### src/rtl/oc8051_ram_arb_if.sv
// Bundle of requester, status and RAM port-1 signals for oc8051_ram_arb.
// The slave modport is the arbiter; the master modport is the requesters plus the RAM.
interface oc8051_ram_arb_if #(
  parameter int ADR_WIDTH = 6,
  parameter int DAT_WIDTH = 32
);
  logic                 req_a;
  logic                 we_a;
  logic [ADR_WIDTH-1:0] adr_a;
  logic [DAT_WIDTH-1:0] dat_a;
  logic                 req_b;
  logic                 we_b;
  logic [ADR_WIDTH-1:0] adr_b;
  logic [DAT_WIDTH-1:0] dat_b;
  logic                 gnt_a;
  logic                 gnt_b;
  logic                 ack_a;
  logic                 ack_b;
  logic [DAT_WIDTH-1:0] rdat;
  logic                 busy;
  logic [ADR_WIDTH-1:0] ram_adr;
  logic [DAT_WIDTH-1:0] ram_din;
  logic                 ram_en;
  logic                 ram_wr;
  logic [DAT_WIDTH-1:0] ram_dout;

  modport slave (
    input  req_a, we_a, adr_a, dat_a,
    input  req_b, we_b, adr_b, dat_b,
    output gnt_a, gnt_b, ack_a, ack_b, rdat, busy,
    output ram_adr, ram_din, ram_en, ram_wr,
    input  ram_dout
  );

  modport master (
    output req_a, we_a, adr_a, dat_a,
    output req_b, we_b, adr_b, dat_b,
    input  gnt_a, gnt_b, ack_a, ack_b, rdat, busy,
    input  ram_adr, ram_din, ram_en, ram_wr,
    output ram_dout
  );
endinterface

### src/rtl/oc8051_ram_arb.sv
// Round-robin arbiter for oc8051 internal RAM port 1 between requesters A and B.
// Define OC8051_RAM_CLR_EN to build the post-reset clear sweep (CLR state, busy).
module oc8051_ram_arb #(
  parameter int ADR_WIDTH = 6,
  parameter int DAT_WIDTH = 32
) (
  input  logic                clk,
  input  logic                rst_n,
  oc8051_ram_arb_if.slave     bus
);

  logic                 lastA_q, lastA_d;
  logic                 ackA_q, ackB_q;
  logic                 clrActive;
  logic                 gntA, gntB;
  logic [ADR_WIDTH-1:0] ramAdr;
  logic [DAT_WIDTH-1:0] ramDin;
  logic                 ramEn, ramWr;

`ifdef OC8051_RAM_CLR_EN
  typedef enum logic {ST_CLR, ST_RUN} state_e;

  state_e               state_q, state_d;
  logic [ADR_WIDTH-1:0] clrCnt_q, clrCnt_d;

  always_ff @(posedge clk or negedge rst_n) begin
    if (!rst_n) begin
      state_q  <= ST_CLR;
      clrCnt_q <= '0;
    end else begin
      state_q  <= state_d;
      clrCnt_q <= clrCnt_d;
    end
  end

  // The sweep leaves CLR right after the top address has been written.
  always_comb begin
    state_d  = state_q;
    clrCnt_d = clrCnt_q;
    if (state_q == ST_CLR) begin
      clrCnt_d = clrCnt_q + 1'b1;
      if (clrCnt_q == '1) begin
        state_d = ST_RUN;
      end
    end
  end

  assign clrActive = (state_q == ST_CLR);
`else
  assign clrActive = 1'b0;
`endif

  always_ff @(posedge clk or negedge rst_n) begin
    if (!rst_n) begin
      lastA_q <= 1'b0;
      ackA_q  <= 1'b0;
      ackB_q  <= 1'b0;
    end else begin
      lastA_q <= lastA_d;
      ackA_q  <= gntA;
      ackB_q  <= gntB;
    end
  end

  // Under contention the requester not served most recently wins.
  always_comb begin
    gntA    = 1'b0;
    gntB    = 1'b0;
    lastA_d = lastA_q;
    if (!clrActive) begin
      if (bus.req_a && (!bus.req_b || !lastA_q)) begin
        gntA = 1'b1;
      end else if (bus.req_b) begin
        gntB = 1'b1;
      end
    end
    if (gntA) begin
      lastA_d = 1'b1;
    end else if (gntB) begin
      lastA_d = 1'b0;
    end
  end

  always_comb begin
    ramEn  = gntA | gntB;
    ramWr  = 1'b0;
    ramAdr = bus.adr_a;
    ramDin = bus.dat_a;
    if (gntA) begin
      ramWr = bus.we_a;
    end else if (gntB) begin
      ramWr  = bus.we_b;
      ramAdr = bus.adr_b;
      ramDin = bus.dat_b;
    end
`ifdef OC8051_RAM_CLR_EN
    if (clrActive) begin
      ramEn  = 1'b1;
      ramWr  = 1'b1;
      ramAdr = clrCnt_q;
      ramDin = '0;
    end
`endif
  end

  assign bus.gnt_a   = gntA;
  assign bus.gnt_b   = gntB;
  assign bus.ack_a   = ackA_q;
  assign bus.ack_b   = ackB_q;
  assign bus.rdat    = bus.ram_dout;
  assign bus.busy    = clrActive;
  assign bus.ram_adr = ramAdr;
  assign bus.ram_din = ramDin;
  assign bus.ram_en  = ramEn;
  assign bus.ram_wr  = ramWr;

endmodule

### src/flat_wrapper.sv
// flat-port wrapper written by rule: the top's interface ports become plain ports
module oc8051_ram_arb_flat 
#(
  parameter int ADR_WIDTH = 6,
  parameter int DAT_WIDTH = 32
)
  (clk, rst_n, bus_req_a, bus_we_a, bus_adr_a, bus_dat_a, bus_req_b, bus_we_b, bus_adr_b, bus_dat_b, bus_gnt_a, bus_gnt_b, bus_ack_a, bus_ack_b, bus_rdat, bus_busy, bus_ram_adr, bus_ram_din, bus_ram_en, bus_ram_wr, bus_ram_dout);
  oc8051_ram_arb_if #(.ADR_WIDTH(ADR_WIDTH), .DAT_WIDTH(DAT_WIDTH)) bus_i ();
  input  logic clk;
  input  logic rst_n;
  input wire logic [$bits(bus_i.req_a)-1:0] bus_req_a;
  input wire logic [$bits(bus_i.we_a)-1:0] bus_we_a;
  input wire logic [$bits(bus_i.adr_a)-1:0] bus_adr_a;
  input wire logic [$bits(bus_i.dat_a)-1:0] bus_dat_a;
  input wire logic [$bits(bus_i.req_b)-1:0] bus_req_b;
  input wire logic [$bits(bus_i.we_b)-1:0] bus_we_b;
  input wire logic [$bits(bus_i.adr_b)-1:0] bus_adr_b;
  input wire logic [$bits(bus_i.dat_b)-1:0] bus_dat_b;
  output wire logic [$bits(bus_i.gnt_a)-1:0] bus_gnt_a;
  output wire logic [$bits(bus_i.gnt_b)-1:0] bus_gnt_b;
  output wire logic [$bits(bus_i.ack_a)-1:0] bus_ack_a;
  output wire logic [$bits(bus_i.ack_b)-1:0] bus_ack_b;
  output wire logic [$bits(bus_i.rdat)-1:0] bus_rdat;
  output wire logic [$bits(bus_i.busy)-1:0] bus_busy;
  output wire logic [$bits(bus_i.ram_adr)-1:0] bus_ram_adr;
  output wire logic [$bits(bus_i.ram_din)-1:0] bus_ram_din;
  output wire logic [$bits(bus_i.ram_en)-1:0] bus_ram_en;
  output wire logic [$bits(bus_i.ram_wr)-1:0] bus_ram_wr;
  input wire logic [$bits(bus_i.ram_dout)-1:0] bus_ram_dout;
  assign bus_i.req_a = bus_req_a;
  assign bus_i.we_a = bus_we_a;
  assign bus_i.adr_a = bus_adr_a;
  assign bus_i.dat_a = bus_dat_a;
  assign bus_i.req_b = bus_req_b;
  assign bus_i.we_b = bus_we_b;
  assign bus_i.adr_b = bus_adr_b;
  assign bus_i.dat_b = bus_dat_b;
  assign bus_gnt_a = bus_i.gnt_a;
  assign bus_gnt_b = bus_i.gnt_b;
  assign bus_ack_a = bus_i.ack_a;
  assign bus_ack_b = bus_i.ack_b;
  assign bus_rdat = bus_i.rdat;
  assign bus_busy = bus_i.busy;
  assign bus_ram_adr = bus_i.ram_adr;
  assign bus_ram_din = bus_i.ram_din;
  assign bus_ram_en = bus_i.ram_en;
  assign bus_ram_wr = bus_i.ram_wr;
  assign bus_i.ram_dout = bus_ram_dout;
  oc8051_ram_arb #(.ADR_WIDTH(ADR_WIDTH), .DAT_WIDTH(DAT_WIDTH)) u_core (.clk(clk), .rst_n(rst_n), .bus(bus_i));
endmodule
### config.mk
export PLATFORM = sky130hd
export DESIGN_NAME = oc8051_ram_arb_flat
export DESIGN_NICKNAME = d
export VERILOG_FILES = /design/src/rtl/oc8051_ram_arb_if.sv /design/src/rtl/oc8051_ram_arb.sv /design/src/flat_wrapper.sv
export SDC_FILE = /design/constraint.sdc
export NUM_CORES = 1
export LEC_CHECK = 0
export CAP_MARGIN = 20
export CORE_AREA = 3 3 67 84
export CTS_BUF_LIST = sky130_fd_sc_hd__clkbuf_8
export DETAILED_ROUTE_END_ITERATION = 8
export DIE_AREA = 0 0 70 87
export PLACE_DENSITY = 0.76
export SYNTH_ARGS = -nofsm -noshare
export SYNTH_HDL_FRONTEND = slang
export SYNTH_SLANG_ARGS = --single-unit
### constraint.sdc
create_clock -name clk -period 2.1 [get_ports clk]
set_input_delay 0.525 -clock clk [delete_from_list [all_inputs] [get_ports clk]]
set_output_delay 0.525 -clock clk [all_outputs]
set_load 0.01 [all_outputs]
==> results.toml, run 1 <==
[yosys]
synth_common_cells = "buf_4, mux2_2, mux2_4"
syn_area_sq_um = 872
muxShareOfSynthArea_pct = 52.9
synth_edf_count = 0
yosys.area_share.adder_pct = 0
ys_seq_area_share_pct = 8.61
synth_top_area_cell = "mux2_2"
syn_nets = 201
ys_types = 15
synthTopCellsByArea = "mux2_2, buf_4, mux2_4, dfrtp_1, buf_8"
ys_warn_count = 0
synth-xor-area-share_pct = 0
synth_compound_area_share_pct = 2.44
synth_top_family_by_area = "multiplexers"
ys_seq_elements = 3
yosysMostFrequentCell = "buf_4"
syn_inst = 87
syn_area_per_cell_sq_um = 10.0
yosys.area_share.simple_pct = 2.15
synthArstFlopShare_pct = 100
yosysTopAreaCellShare_pct = 37.4
synth-main-ff-cell = "dfrtp_1"

[drt]
vias_per_cell = 4.13
drt-pass1-iter-count = 4
drtIter0Drc = 8
detail-route-antenna-nets = 0
drc = 0
routed_wl_mm = 4.16
vias = 1036
avgRoutedWirePerCell_um = 16.6

[setup_path]
endpoint_kind = "output port"
crit_arrival_ns = 1.55
worstSetupPathType = "reg -> out"
cp-start-kind = "flop"
path_max_fanout = 10
critPathRequiredTime_ns = 1.57

[finish]
drive_gt1_share_pct = 51.3
stdcell_count = 251
fillers = 488
antenna_cells = 0
synthToLayoutAreaGrowth_pct = 141
final_nets = 306

[floorplanning]
core_area_sq_um = 4830
rows = 28
die_area_sq_um = 6090
die_x_um = 70
initial_core_util_pct = 18.0
die_h_um = 87
ios = 191

[sta]
min_period_ns = 2.07
finalClockSkew_ns = 0.000968
rsz0062_at_grt = "yes"
hold_viol = 0
setup_ws_ns = 0.0251
setup_violations = 0
finalCritPeriodShare_pct = 98.8
slew_violations = 0
max_freq_mhz = 482

[placement]
place_ws_ns = -0.703
placed_cells = 240
place_hpwl_mm = 3.39
gp_congestion = 0.726
port_buffers = 125

[clocking]
root_buffer = "clkbuf_8"
cts_hold_buf = 0
cts_buffer_depth = 2
clkLatencyLatePin_ns = 0.21
cts_tree = "yes"
path_clk_slew_ns = 0.03
cts.sinks = 3
h-tree-depth = 1
numCtsBuffers = 3

[flow_run]
cap_violations = 0

[grt]
antenna_found_initial = 0
grt_max_degree = 11
overflow = 0
track_usage_pct = 12.2
grt_pass1_wl_mm = 5.76
grt_pass1_vias = 1161

[power]
ir_drop_uv = 157
leakagePower_nw = 0.959
power.density_nw_per_um2 = 371

[run_status]
outcome = "complete, no violations"

[worst_hold_path]
worstHoldPathType = "in -> async"
cells in the final DEF, fill, tap and decap left out, types with 2 or more instances in the layout:
master | netlist | routed
clkdlybuf4s50_1 | 0 | 81
clkbuf_8 | 0 | 3
mux2_4 | 9 | 15
buf_4 | 33 | 6
dfrtp_1 | 3 | 3
buf_6 | 1 | 21
buf_2 | 2 | 21
buf_12 | 0 | 2
inv_1 | 2 | 3
mux2_2 | 29 | 23
buf_16 | 0 | 3
cell type report:
cell class	count	area (sq um)	area share, %
repair buffers	137	1350	64.4
multi-input cells	45	544	25.9
flip-flops and latches	3	75.1	3.58
well taps	60	75.1	3.58
clock buffers	3	41.3	1.97
inverters	2	7.51	0.358
clock inverters	1	3.75	0.179
through the flow:
step                setup TNS, ns  utilization, %  power [mW]  area [sq um]  hold WS [ns]
floorplan                       0               -       0.315           872         0.229
global placement           -26.52            40.9       0.575          1980         0.534
detailed placement         -27.35            40.9       0.579          1980         0.572
CTS                             0            41.1       0.744          1990         0.503
global route               -0.402            43.4       0.820          2100         0.511
finish                          0            43.4       0.779          2100         0.504
worst paths after layout:
| kind | startpoint | end | slack, ns | cells after the start |
|---|---|---|---|---|
| worst min register to register | u_core.lastA_q | u_core.lastA_q | 0.65 | 2 |
| worst max-delay path | u_core.lastA_q | bus_ram_din[2] | 0.03 | 6 |
| worst min-delay path | rst_n | u_core.bus.ack_a | 0.50 | 1 |
| min in group clk | bus_req_a | u_core.lastA_q | 0.64 | 3 |
| worst max register to register | u_core.lastA_q | u_core.bus.ack_b | 0.95 | 6 |
| max in group asynchronous | rst_n | u_core.lastA_q | 1.44 | 1 |
critical path, cell delays in order (launching register included):
cell and delay [ns]:
dfrtp_1 0.38, nand2b_4 0.16, nand2_4 0.08, buf_12 0.11
buf_12 0.13, mux2_2 0.35, buf_6 0.12
where the power goes:
group / internal, mW / switching [mW] / total [mW]
Sequential: 0.0644 / 0.00269 / 0.0671
Clock: 0.125 / 0.0388 / 0.163
Combinational: 0.376 / 0.172 / 0.548
Total: 0.565 / 0.213 / 0.779
state kept, by name (all words and copies together) (netlist names):
| register | flops |
|---|---|
| u_core.bus.ack_b | 1 |
| u_core.lastA_q | 1 |
| u_core.bus.ack_a | 1 |
metal layers:
metal	wire [um]	part of all wire (%)	vias up	GRT usage, %
li1	-	-	472	-
met1	1080	26	438	8.97
met2	2120	51	102	24.1
met3	720	17	24	6.47
met4	229	5.5	0	7.49
met5	0	0	-	0
cell families (layout without fill, tap and decap cells):
group                  after synthesis  count (layout)
AOI/OAI and AO/OA                    3               3
buffers and inverters               39             143
DFF                                  3               3
muxes                               38              38
other                                1               1
and+or+nand+nor                      3               3
repair_timing:
item / CTS / global route
hold endpoints to repair: 0 / 0
setup buffers: 4 / 1
gates resized for setup: 180 / 22
endpoints found under the setup margin: 42 / 30
gates cloned: 3 / 0
pin swaps: 1 / 0
Power figures use the tool's default switching activity.
==> run 2: changes to the inputs <==
--- a/config.mk
+++ b/config.mk
@@ -6,10 +6,10 @@
 export NUM_CORES = 1
 export LEC_CHECK = 0
 export CAP_MARGIN = 20
-export CORE_AREA = 3 3 67 84
+export CORE_AREA = 4 4 68 85
 export CTS_BUF_LIST = sky130_fd_sc_hd__clkbuf_8
 export DETAILED_ROUTE_END_ITERATION = 8
-export DIE_AREA = 0 0 70 87
+export DIE_AREA = 0 0 72 89
 export PLACE_DENSITY = 0.76
 export SYNTH_ARGS = -nofsm -noshare
 export SYNTH_HDL_FRONTEND = slang
==> results.toml, run 2 (synthesized netlist as in run 1, its figures left out) <==
[run_status]
outcome = "complete, no violations"

[clocking]
path_clk_slew_ns = 0.03
root_buffer = "clkbuf_8"
numCtsBuffers = 3
cts.sinks = 3
cts_tree = "yes"
clkLatencyLatePin_ns = 0.21
h-tree-depth = 1
cts_buffer_depth = 2

[finish]
stdcell_count = 253
drive_gt1_share_pct = 50.8
mostFrequentLayoutCells = "clkdlybuf4s50_1, buf_6, mux2_4"
synthToLayoutAreaGrowth_pct = 151
final_nets = 306
antenna_cells = 0
layout_commonest_cell = "clkdlybuf4s50_1"

[setup_path]
regToRegStartpoint = "u_core.lastA_q"
path_max_fanout = 5
worstSetupPathType = "reg -> out"
crit_arrival_ns = 1.56
worstReg2RegEnd = "u_core.bus.ack_b"
reg2regPathDepth = 6
critPathRequiredTime_ns = 1.57
endpoint_kind = "output port"
rrSetupSlack_ns = 0.91
cp-start-kind = "flop"

[power]
power.density_nw_per_um2 = 369
leakagePower_nw = 1.01
finalPower_mw = 0.808
ir_drop_uv = 190

[drt]
vias_per_cell = 4.08
drtIter0Drc = 6
drc = 0
drt-pass1-iter-count = 2
vias = 1032
avgRoutedWirePerCell_um = 15.1
routed_wl_mm = 3.81
detail-route-antenna-nets = 0

[sta]
fin_hold_ws_ns = 0.496
fin_tns_setup_ns = 0
slew_violations = 0
setup_violations = 0
finalClockSkew_ns = 0.00219
setup_ws_ns = 0.0177
max_freq_mhz = 480
rsz0062_at_grt = "yes"
min_period_ns = 2.08
hold_viol = 0
finalCritPeriodShare_pct = 99.2

[placement]
gp_congestion = 0.688
place_ws_ns = -0.676
place_hpwl_mm = 2.95
placed_cells = 241
port_buffers = 125

[grt]
grt_pass1_wl_mm = 5.09
overflow = 0
track_usage_pct = 10.3
antenna_found_initial = 0
grt_max_degree = 11
grt_pass1_vias = 1056

[floorplanning]
core_area_sq_um = 5010
die_area_sq_um = 6410
ios = 191
initial_core_util_pct = 17.4
rows = 29
die_x_um = 72
die_h_um = 89

[flow_run]
cap_violations = 0

[worst_hold_path]
worstHoldPathType = "in -> async"
## run 2: cell types whose count changed in the layout (fill, tap and decap cells not counted), sizes merged
cell | previous run | this run
clkbuf | 3 | 4
buf | 53 | 52
clkdlybuf4s50 | 81 | 82
dlygate4sd2 | 1 | 0
## run 2: critical path, cell delays in order (launching register included)
cell and delay [ns]:
dfrtp_1 0.38, nand2b_4 0.16, nand2_4 0.10, buf_6 0.12
buf_12 0.11, mux2_2 0.34, buf_6 0.12
## run 2: repair_timing
action / 4_1_cts / 5_1_grt
pin swaps: 1 / 1
gates cloned: 3 / 1
hold endpoints to repair: 0 / 0
gates resized for setup: 183 / 31
setup endpoints to repair: 42 / 34
hold buffers: 0 / 0
buffers inserted: 5 / 1
## run 2: power breakdown
group,leakage [nW],switching [mW],internal (mW)
clock,0.0269,0.0366,0.124
combinational,0.948,0.175,0.406
sequential,0.0365,0.00283,0.0644
total,1.01,0.214,0.594
## run 2: how the worst max path moves through the flow
stage / start / end / slack [ns] / cells past startpoint
6_report: u_core.lastA_q / bus_ram_din[2] / 0.02 / 6
5_1_grt: u_core.lastA_q / bus_ram_din[9] / -0.04 / 6
4_1_cts: u_core.lastA_q / bus_ram_din[4] / -0.02 / 7
3_5_place_dp: bus_req_a / bus_ram_din[4] / -0.68 / 6
3_3_place_gp: bus_req_a / bus_ram_din[4] / -0.66 / 6
2_1_floorplan: bus_req_a / bus_ram_adr[0] / 0.31 / 5
## run 2: layer usage
layer | vias to the layer above | wire length (um) | global-route usage [%]
li1 | 470 | - | -
met1 | 447 | 1110 | 8.76
met2 | 93 | 2000 | 20.3
met3 | 22 | 560 | 3.15
met4 | 0 | 144 | 6.67
met5 | - | 0 | 0
## run 2: stage by stage
step	instance area [sq um]	utilization, %
after floorplan	872	-
after global placement	1970	39.4
after detailed placement	1970	39.4
after CTS	2040	40.7
after global routing	2190	43.7
final	2190	43.7
## run 2: layout make-up
| cell class | instances | area (sq um) |
|---|---|---|
| clock inverter | 1 | 3.75 |
| multi-input combinational | 45 | 559 |
| fill | 484 | 2820 |
| timing repair buffer | 137 | 1420 |
| tap | 62 | 77.6 |
| sequential | 3 | 75.1 |
| inverter | 2 | 7.51 |
| clock buffer | 3 | 41.3 |
==> run 3: changes to the inputs <==
--- a/config.mk
+++ b/config.mk
@@ -5,7 +5,7 @@
 export SDC_FILE = /design/constraint.sdc
 export NUM_CORES = 1
 export LEC_CHECK = 0
-export CAP_MARGIN = 20
+export CAP_MARGIN = 30
 export CORE_AREA = 4 4 68 85
 export CTS_BUF_LIST = sky130_fd_sc_hd__clkbuf_8
 export DETAILED_ROUTE_END_ITERATION = 8
==> results of run 3 <==
Same layout as run 2: the final DEF is identical, and so are final timing and power.
